<file path="src/rtl/note_player.sv">
// Note sequence memory plus square-wave tone generator for the music controller.
// Build option NOTE_GAP_EN: insert GAP_CYCLES of silence at every note change during playback.
module note_player #(
  parameter int unsigned HALF_W     = 17,
  parameter int unsigned GAP_CYCLES = 2500000
) (
  input  logic       clk,
  input  logic       reset,
  input  logic       ld_note_i,
  input  logic       ld_play_i,
  input  logic [3:0] note_counter_i,
  input  logic [3:0] note_in_i,
  output logic       audio_out_o,
  output logic [3:0] cur_note_o,
  output logic [3:0] wr_ptr_o,
  output logic       mem_full_o
);

  // Half period minus one, in clk cycles; rests map to zero.
  function automatic logic [HALF_W-1:0] tone_reload(input logic [3:0] code);
    int unsigned hp;
    case (code)
      4'd1:    hp = 95555;
      4'd2:    hp = 90194;
      4'd3:    hp = 85132;
      4'd4:    hp = 80353;
      4'd5:    hp = 75843;
      4'd6:    hp = 71586;
      4'd7:    hp = 67569;
      4'd8:    hp = 63776;
      4'd9:    hp = 60197;
      4'd10:   hp = 56818;
      4'd11:   hp = 53630;
      4'd12:   hp = 50620;
      default: hp = 1;
    endcase
    return HALF_W'(hp - 1);
  endfunction

  function automatic logic is_pitch(input logic [3:0] code);
    return (code != 4'd0) && (code <= 4'd12);
  endfunction

  logic [3:0] mem_q [16];
  logic [3:0] wr_ptr_q;
  logic       mem_full_q;
  logic       ld_note_q;
  logic [3:0] cur_note_q;
  logic [3:0] prev_note_q;
  logic       wr_en;

  assign wr_en = ld_note_i & ~ld_note_q;

  always_ff @(posedge clk) begin
    if (!reset) begin
      for (int i = 0; i < 16; i++) mem_q[i] <= '0;
      wr_ptr_q    <= '0;
      mem_full_q  <= 1'b0;
      ld_note_q   <= 1'b0;
      cur_note_q  <= '0;
      prev_note_q <= '0;
    end else begin
      ld_note_q <= ld_note_i;
      if (wr_en) begin
        mem_q[wr_ptr_q] <= note_in_i;
        wr_ptr_q        <= wr_ptr_q + 4'd1;
        if (wr_ptr_q == 4'hf) mem_full_q <= 1'b1;
      end
      // Same-address read returns the pre-write contents.
      cur_note_q  <= ld_play_i ? mem_q[note_counter_i] : 4'd0;
      prev_note_q <= cur_note_q;
    end
  end

`ifdef NOTE_GAP_EN
  typedef enum logic [1:0] {StIdle, StTone, StGap} state_e;
  localparam int unsigned GapW = (GAP_CYCLES > 1) ? $clog2(GAP_CYCLES) : 1;
  localparam logic [GapW-1:0] GapLoad = GapW'(GAP_CYCLES - 1);
  logic [GapW-1:0] gap_q, gap_d;
`else
  typedef enum logic [0:0] {StIdle, StTone} state_e;
`endif

  state_e            state_q, state_d;
  logic [HALF_W-1:0] cnt_q, cnt_d;
  logic              audio_q, audio_d;
  logic              note_chg;
  logic              cur_pitch;
  logic [HALF_W-1:0] reload;

  assign note_chg  = cur_note_q != prev_note_q;
  assign cur_pitch = is_pitch(cur_note_q);
  assign reload    = tone_reload(cur_note_q);

  always_comb begin
    state_d = state_q;
    cnt_d   = cnt_q;
    audio_d = audio_q;
`ifdef NOTE_GAP_EN
    gap_d   = gap_q;
    if (!ld_play_i) begin
      state_d = StIdle;
      cnt_d   = '0;
      audio_d = 1'b0;
      gap_d   = '0;
    end else if (note_chg) begin
      // Any change, even back to the same pitch across a rest, restarts the silence.
      state_d = StGap;
      cnt_d   = '0;
      audio_d = 1'b0;
      gap_d   = GapLoad;
    end else begin
      unique case (state_q)
        StIdle: begin
          if (cur_pitch) begin
            state_d = StTone;
            cnt_d   = reload;
            audio_d = 1'b0;
          end
        end
        StTone: begin
          if (!cur_pitch) begin
            state_d = StIdle;
            cnt_d   = '0;
            audio_d = 1'b0;
          end else if (cnt_q == '0) begin
            cnt_d   = reload;
            audio_d = ~audio_q;
          end else begin
            cnt_d = cnt_q - HALF_W'(1);
          end
        end
        StGap: begin
          if (gap_q == '0) begin
            state_d = cur_pitch ? StTone : StIdle;
            cnt_d   = cur_pitch ? reload : '0;
            audio_d = 1'b0;
          end else begin
            gap_d = gap_q - GapW'(1);
          end
        end
        default: begin
          state_d = StIdle;
          cnt_d   = '0;
          audio_d = 1'b0;
        end
      endcase
    end
`else
    unique case (state_q)
      StIdle: begin
        cnt_d   = '0;
        audio_d = 1'b0;
        if (ld_play_i && cur_pitch) begin
          state_d = StTone;
          cnt_d   = reload;
        end
      end
      StTone: begin
        if (!ld_play_i || !cur_pitch) begin
          state_d = StIdle;
          cnt_d   = '0;
          audio_d = 1'b0;
        end else if (note_chg) begin
          cnt_d   = reload;
          audio_d = 1'b0;
        end else if (cnt_q == '0) begin
          cnt_d   = reload;
          audio_d = ~audio_q;
        end else begin
          cnt_d = cnt_q - HALF_W'(1);
        end
      end
      default: begin
        state_d = StIdle;
        cnt_d   = '0;
        audio_d = 1'b0;
      end
    endcase
`endif
  end

  always_ff @(posedge clk) begin
    if (!reset) begin
      state_q <= StIdle;
      cnt_q   <= '0;
      audio_q <= 1'b0;
`ifdef NOTE_GAP_EN
      gap_q   <= '0;
`endif
    end else begin
      state_q <= state_d;
      cnt_q   <= cnt_d;
      audio_q <= audio_d;
`ifdef NOTE_GAP_EN
      gap_q   <= gap_d;
`endif
    end
  end

  assign audio_out_o = audio_q;
  assign cur_note_o  = cur_note_q;
  assign wr_ptr_o    = wr_ptr_q;
  assign mem_full_o  = mem_full_q;

endmodule

</file>
<file path="config.mk">
export PLATFORM = sky130hd
export DESIGN_NAME = note_player
export DESIGN_NICKNAME = d
export VERILOG_FILES = /design/src/rtl/note_player.sv
export SDC_FILE = /design/constraint.sdc
export NUM_CORES = 1
export LEC_CHECK = 0
export BUFFER_PORTS_ARGS = -buffer_cell sky130_fd_sc_hd__buf_2
export CAP_MARGIN = 20
export CORE_MARGIN = 1
export CORE_UTILIZATION = 61
export DETAILED_ROUTE_END_ITERATION = 8
export PLACE_DENSITY = 0.82
export SYNTH_ARGS = -nofsm -noshare
export SYNTH_HDL_FRONTEND = slang
export SYNTH_SLANG_ARGS = --single-unit
</file>
<file path="constraint.sdc">
create_clock -name clk -period 3.6 [get_ports clk]
set_input_delay 0.72 -clock clk [delete_from_list [all_inputs] [get_ports clk]]
set_output_delay 0.72 -clock clk [all_outputs]
set_load 0.01 [all_outputs]
</file>
==> After elaboration in Yosys (flattened, before gate mapping) <==
Memory sizes are Yosys's and may differ from the RTL's. A register that Yosys moved wholly into a read port is not among the register bits.
Index checks and enable logic that the tools add are counted.
{ "op_classes": {"shift": 0, "addsub": 3, "div": 0, "n_lt_le_gt_ge": 1, "n_mux": 19, "multipliers": 0, "n_bitwise": 4, "reduce_logical": 11, "eq_ne": 3} }
{ "ops": {"columns": ["op", "n"], "rows": [
  ["two-way mux 17 bit", 4],
  ["case mux 17 bit (2 select lines)", 1],
  ["subtractor 17 x 1 -> 17 bit, second input constant", 2],
  ["logical NOT 17 bit", 1],
  ["two-way mux 1 bit", 10],
  ["two-way mux 4 bit", 2],
  ["adder 4 x 1 -> 4 bit, second input constant", 1],
  ["equality test 4 bit, second input constant", 1],
  ["less-or-equal comparator 4 bit, second input constant", 1],
  ["inequality test 4 x 1 -> 1 bit, second input constant", 1],
  ["inequality test 4 bit", 1],
  ["case mux 1 bit (2 select lines)", 2],
  ["AND reduction 2 bit", 2],
  ["nonzero test 4 bit", 1],
  ["OR reduction 4 bit", 1],
  ["logical NOT 1 bit", 3],
  ["NOT 1 bit", 3],
  ["logical AND 1 bit", 2],
  ["bitwise AND 1 bit", 1],
  ["logical OR 1 bit", 1]
]} }
{ "word_totals": {"latchBits": 0, "ram_bits": 64, "register_bits": 29, "n_memories": 2, "word_cells": 50, "input_bits": 12, "rom_bits": 272, "output_inout_bits": 10} }
{ "mem_list": {"columns": ["memory", "depth", "word_bits", "read_ports", "rd_clocked_by_memory_dff", "write_ports", "line_no", "text"], "rows": [
  ["(name not given)", 16, 17, 1, 0, 0, "22", "case (code)"],
  ["mem_q", 16, 4, 1, 1, 16, "44", "logic [3:0] mem_q [16];"]
]} }

==> Depth between registers and ports, before layout <==
{ "logic_depth": {"ltp_word": 7, "depth_mapped": 11, "ltp_nobuf": 10} }

==> Least setup slack after synthesis <==
Ideal clock, no wire load.
{ "synth_path": {"path_kind": "input -> register", "startpoint": "input port note_counter_i[0]", "endpoint": "register cur_note_q[0], in the netlist cur_note_o[0] (read register of mem_q)", "n_path_buf": 2, "t_required_ps": 3484, "setup_time_ps": 116, "path_stages": 5, "arrival_time_ps": 2533, "slack_ps": 951, "path_cell_list": "clkbuf_1 > buf_2 > mux4_2 > mux4_2 > nor2b_1"} }
{ "synth_rtl": {"columns": ["element", "line_no", "text"], "rows": [
  ["start, declared", "11", "input logic [3:0] note_counter_i,"],
  ["end, declared", "48", "logic [3:0] cur_note_q;"]
]} }

==> Final worst setup path <==
{ "layout_path": {"startpoint": "register cur_note_q[1], in the netlist cur_note_o[1] (read register of mem_q)", "endpoint": "register cnt_q[15]"} }
{ "layout_via": {"elab_chain_len": 6, "elab_cells_between_ends": 14, "cone_classes": "1 x add/sub; 1 x order compare; 1 x eq/ne; 5 x mux; 5 x reduce/logical; 1 x memory"} }
{ "layout_rtl": {"columns": ["element", "line_no", "text"], "rows": [
  ["memory (16 x 17 bit), or another cell as far along", null, null],
  ["subtractor 17 x 1 -> 17 bit or logical AND 1 bit (tied branches)", "37, 41", null],
  ["two-way mux 17 bit or logical NOT 1 bit (tied branches)", "167, 160", null],
  ["two-way mux 17 bit or logical OR 1 bit (tied branches)", "164, 160", null],
  ["two-way mux 17 bit", "160", "if (!ld_play_i || !cur_pitch) begin"],
  ["case mux 17 bit (2 select lines) (*)", "150", "unique case (state_q)"],
  ["end signal, assigned", "193", "cnt_q <= cnt_d;"],
  ["end, declared", "85", "logic [HALF_W-1:0] cnt_q, cnt_d;"]
]} }
Mark *: on every way between the ends. The rest lies on a longest branch, timed or not.
A chain may end at the register's enable or synchronous reset.

==> run metrics <==
Clock Power Share=31.2%; Clk Latency, worst-skew pair=0.37 ns; initial antenna violation count=0; Root Driver=clkbuf_8; Async SR Flop Fraction=0%; setup bufs post-CTS=0; H-tree depth=3; layout cells sized above 1=15.4%; FP Rows=33; drt total wl=10700 um; Critical Path Slowest Stage Cell=dfxtp_1; Syn Inst Count=456; Die ar.=8920 sq um; crit-path cells=inv_1 > ha_1 > nand2b_1 > a31oi_1 > and3_1 > and4_1 > a222oi_1 > a2111oi_0; final net count=495; Internal Pwr Total=1.70 mW; Area Growth Syn to Fin=7.10%; Worst-Margin Slew=0.673 ns; hold_buf cts=0; Synth Area in Simple Gates=21.2%; Lkg Pwr=2.16 nW; critical path's largest stage delay=0.71 ns; CTS Sinks=97; skew final=0.0104 ns; outcome=finished clean; CTS Buf Count=9; Slew Viols, Final=0; PwrDens=415 nW/um^2; Routed WL per cell=18.5 um; Syn Nets=482; CP startpoint kind=register; # diodes=0; final worst path period share=81.0%; Die Width=94.5 um; Hold Vio Cnt, Final=0; FF+latch count, synth=97; Worst Setup End Kind=register; endpoints failing setup=0; max-cap violations=0; design area=5580 sq um; Period minus WS final=2.91 ns; data arrival time of the critical path=3.16 ns; CP Data Required Time=3.84 ns; vias in the first global route=3439; Adder-Cell Fraction of Synth Area=3.36%; initial core utilization=63.1%; xor-xnor portion of the synthesized cell area=4.37%; hold path cells=1; Post-synth top flop=edfxtp_1; Worst Hold End=mem_full_o; Setup WS pre-CTS=0.721 ns; Sw Pwr=0.616 mW; sequential share of power=54.0%; worst-path fanout max=18; Ys Warns=0; DP Wirelength=7840 um; capture point of the worst reg-to-reg path=cnt_q[15]; proportion of synthesized area in mux cells=10.6%; FF-to-FF Start=cur_note_o[1]; post-CTS sizing=0; TNS Setup=0 ns; Die Y=94.5 um; crit path kind=register to register; Top Ports=22; largest net degree at the start of global routing=33; Synth Area in Compound Gates=8.23%; 1st-pass router iterations=5; Initial DRC Count=165; Worst Path Buf+Inv=1; CP top delay family=simple AND/OR/NAND/NOR gates; TritonCTS clock tree=built; mapped cell area=5210 sq um; slew margin rel.=54.7%; Sw Share=26.6%; CORE AREA=8260 sq um; gr ovfl total=0; GRT Resource Usage Total=26.5%; Final ANT Viol Nets=0; Peak VDD IR=336 uV; via/cell ratio=6.01; EDFF count, synth=64; post-synthesis sequential area ratio=49.5%; R2R depth=8; Hold Path Class=register to register; RD Place Congestion=0.906; Comb pwr share=14.8%; achievable clock frequency=343 MHz; Clock Path Buffers=2; R2R setup slack=0.69 ns; Syn Area/Cell=11.4 sq um; first-pass GRT wire length=17200 um; Via Count=3482; DR DRC count=0; RSZ-0062 raised after global routing=no; synth unique cells=57; Final WS setup=0.685 ns; largest family of logic cells by synthesized area=simple AND/OR/NAND/NOR gates; hold path startpoint=mem_full_o; Reg clk slew, reported paths=0.09 ns; Placed Area=5380 sq um; IO Port Bufs=21; Design Power=2.32 mW
flip-flops by register name, indices dropped and copies added (netlist names):
| name | count |
|---|---|
| mem_q | 64 |
| cnt_q | 17 |
| cur_note_o | 4 |
| prev_note_q | 4 |
| wr_ptr_o | 4 |
| audio_out_o | 1 |
| ld_note_q | 1 |
| mem_full_o | 1 |
| state_q | 1 |
synthesized netlist by cell type, drive strengths merged (13+ instances only):
cell | count | area share [%]
ha | 14 | 3.4
nand2 | 19 | 1.4
nor2 | 32 | 2.3
o21ai | 25 | 2.4
mux4 | 20 | 8.6
dfxtp | 33 | 13
xor2 | 13 | 2.2
xnor2 | 13 | 2.2
and2 | 72 | 8.6
edfxtp | 64 | 37
clkbuf | 15 | 1.1
nor2b | 13 | 1.6
worst reg2reg max path: cells and delay by family (launching register included):
family / cells / cell delay, ns
AOI/OAI and AO/OA: 3 / 0.76
buffers and inverters: 1 / 0.19
DFF: 1 / 0.71
and+or+nand+nor: 3 / 0.84
adders and majority gates: 1 / 0.31
cell families after synthesis:
logic type / count (synthesis)
muxes: 30
buffers and inverters: 34
and+or+nand+nor: 187
adders and majority gates: 14
xor gates and xnor gates: 26
AOI/OAI and AO/OA: 68
DFF: 97
layout make-up:
type	count	area, sq um
tap	105	131
inverter	11	41.3
clock buffer	9	124
clock inverter	7	80.1
timing repair buffer	25	135
sequential	97	2580
multi-input combinational	325	2490
fill	638	2670
worst max-delay path by stage:
stage / start / to / slack (ns) / cells past startpoint
6_report: cur_note_o[1] / cnt_q[15] / 0.69 / 8
5_1_grt: cur_note_o[1] / cnt_q[15] / 0.36 / 8
4_1_cts: cur_note_o[1] / cnt_q[15] / 0.69 / 8
3_5_place_dp: cur_note_o[1] / cnt_q[15] / 0.72 / 8
3_3_place_gp: cur_note_o[0] / cnt_q[9] / 0.82 / 8
2_1_floorplan: note_counter_i[0] / cur_note_o[0] / 0.95 / 5
metrics by stage:
step	util, %	instances	hold slack (ns)
final	67.6	579	0.471
after global placement	65.2	563	0.442
after CTS	67.6	579	0.473
after floorplan	-	456	0.460
after detailed placement	65.2	563	0.449
after global routing	67.6	579	0.484
metal layers:
metal | global-route usage (%) | part of all wire, % | routed length [um] | vias to the layer above
li1 | - | - | - | 1683
met1 | 30.8 | 42 | 4480 | 1692
met2 | 46.5 | 52 | 5550 | 83
met3 | 6.20 | 3.7 | 395 | 24
met4 | 11.7 | 2.8 | 305 | 0
met5 | 0 | 0 | 0 | -
cell usage in the layout (no fill, tap or decap), types with 13 or more instances in the layout:
master | Yosys | final
and2_1 | 72 | 72
edfxtp_1 | 64 | 64
dfxtp_1 | 33 | 33
nor2_1 | 32 | 32
o21ai_0 | 24 | 24
buf_2 | 5 | 21
mux4_2 | 20 | 20
nand2_1 | 19 | 19
ha_1 | 14 | 14
nor2b_1 | 13 | 13
xor2_1 | 13 | 13
xnor2_1 | 13 | 13
power groups by stage:
stage | Sequential [mW] | Combinational [mW] | Clock, mW
6_report | 1.25 | 0.344 | 0.722
5_1_grt | 1.25 | 0.376 | 0.772
2_1_floorplan | 1.26 | 0.264 | 0
4_1_cts | 1.25 | 0.345 | 0.729
3_5_place_dp | 1.28 | 0.343 | 0
3_3_place_gp | 1.27 | 0.336 | 0
No activity file was read; power rests on OpenSTA's default activity.
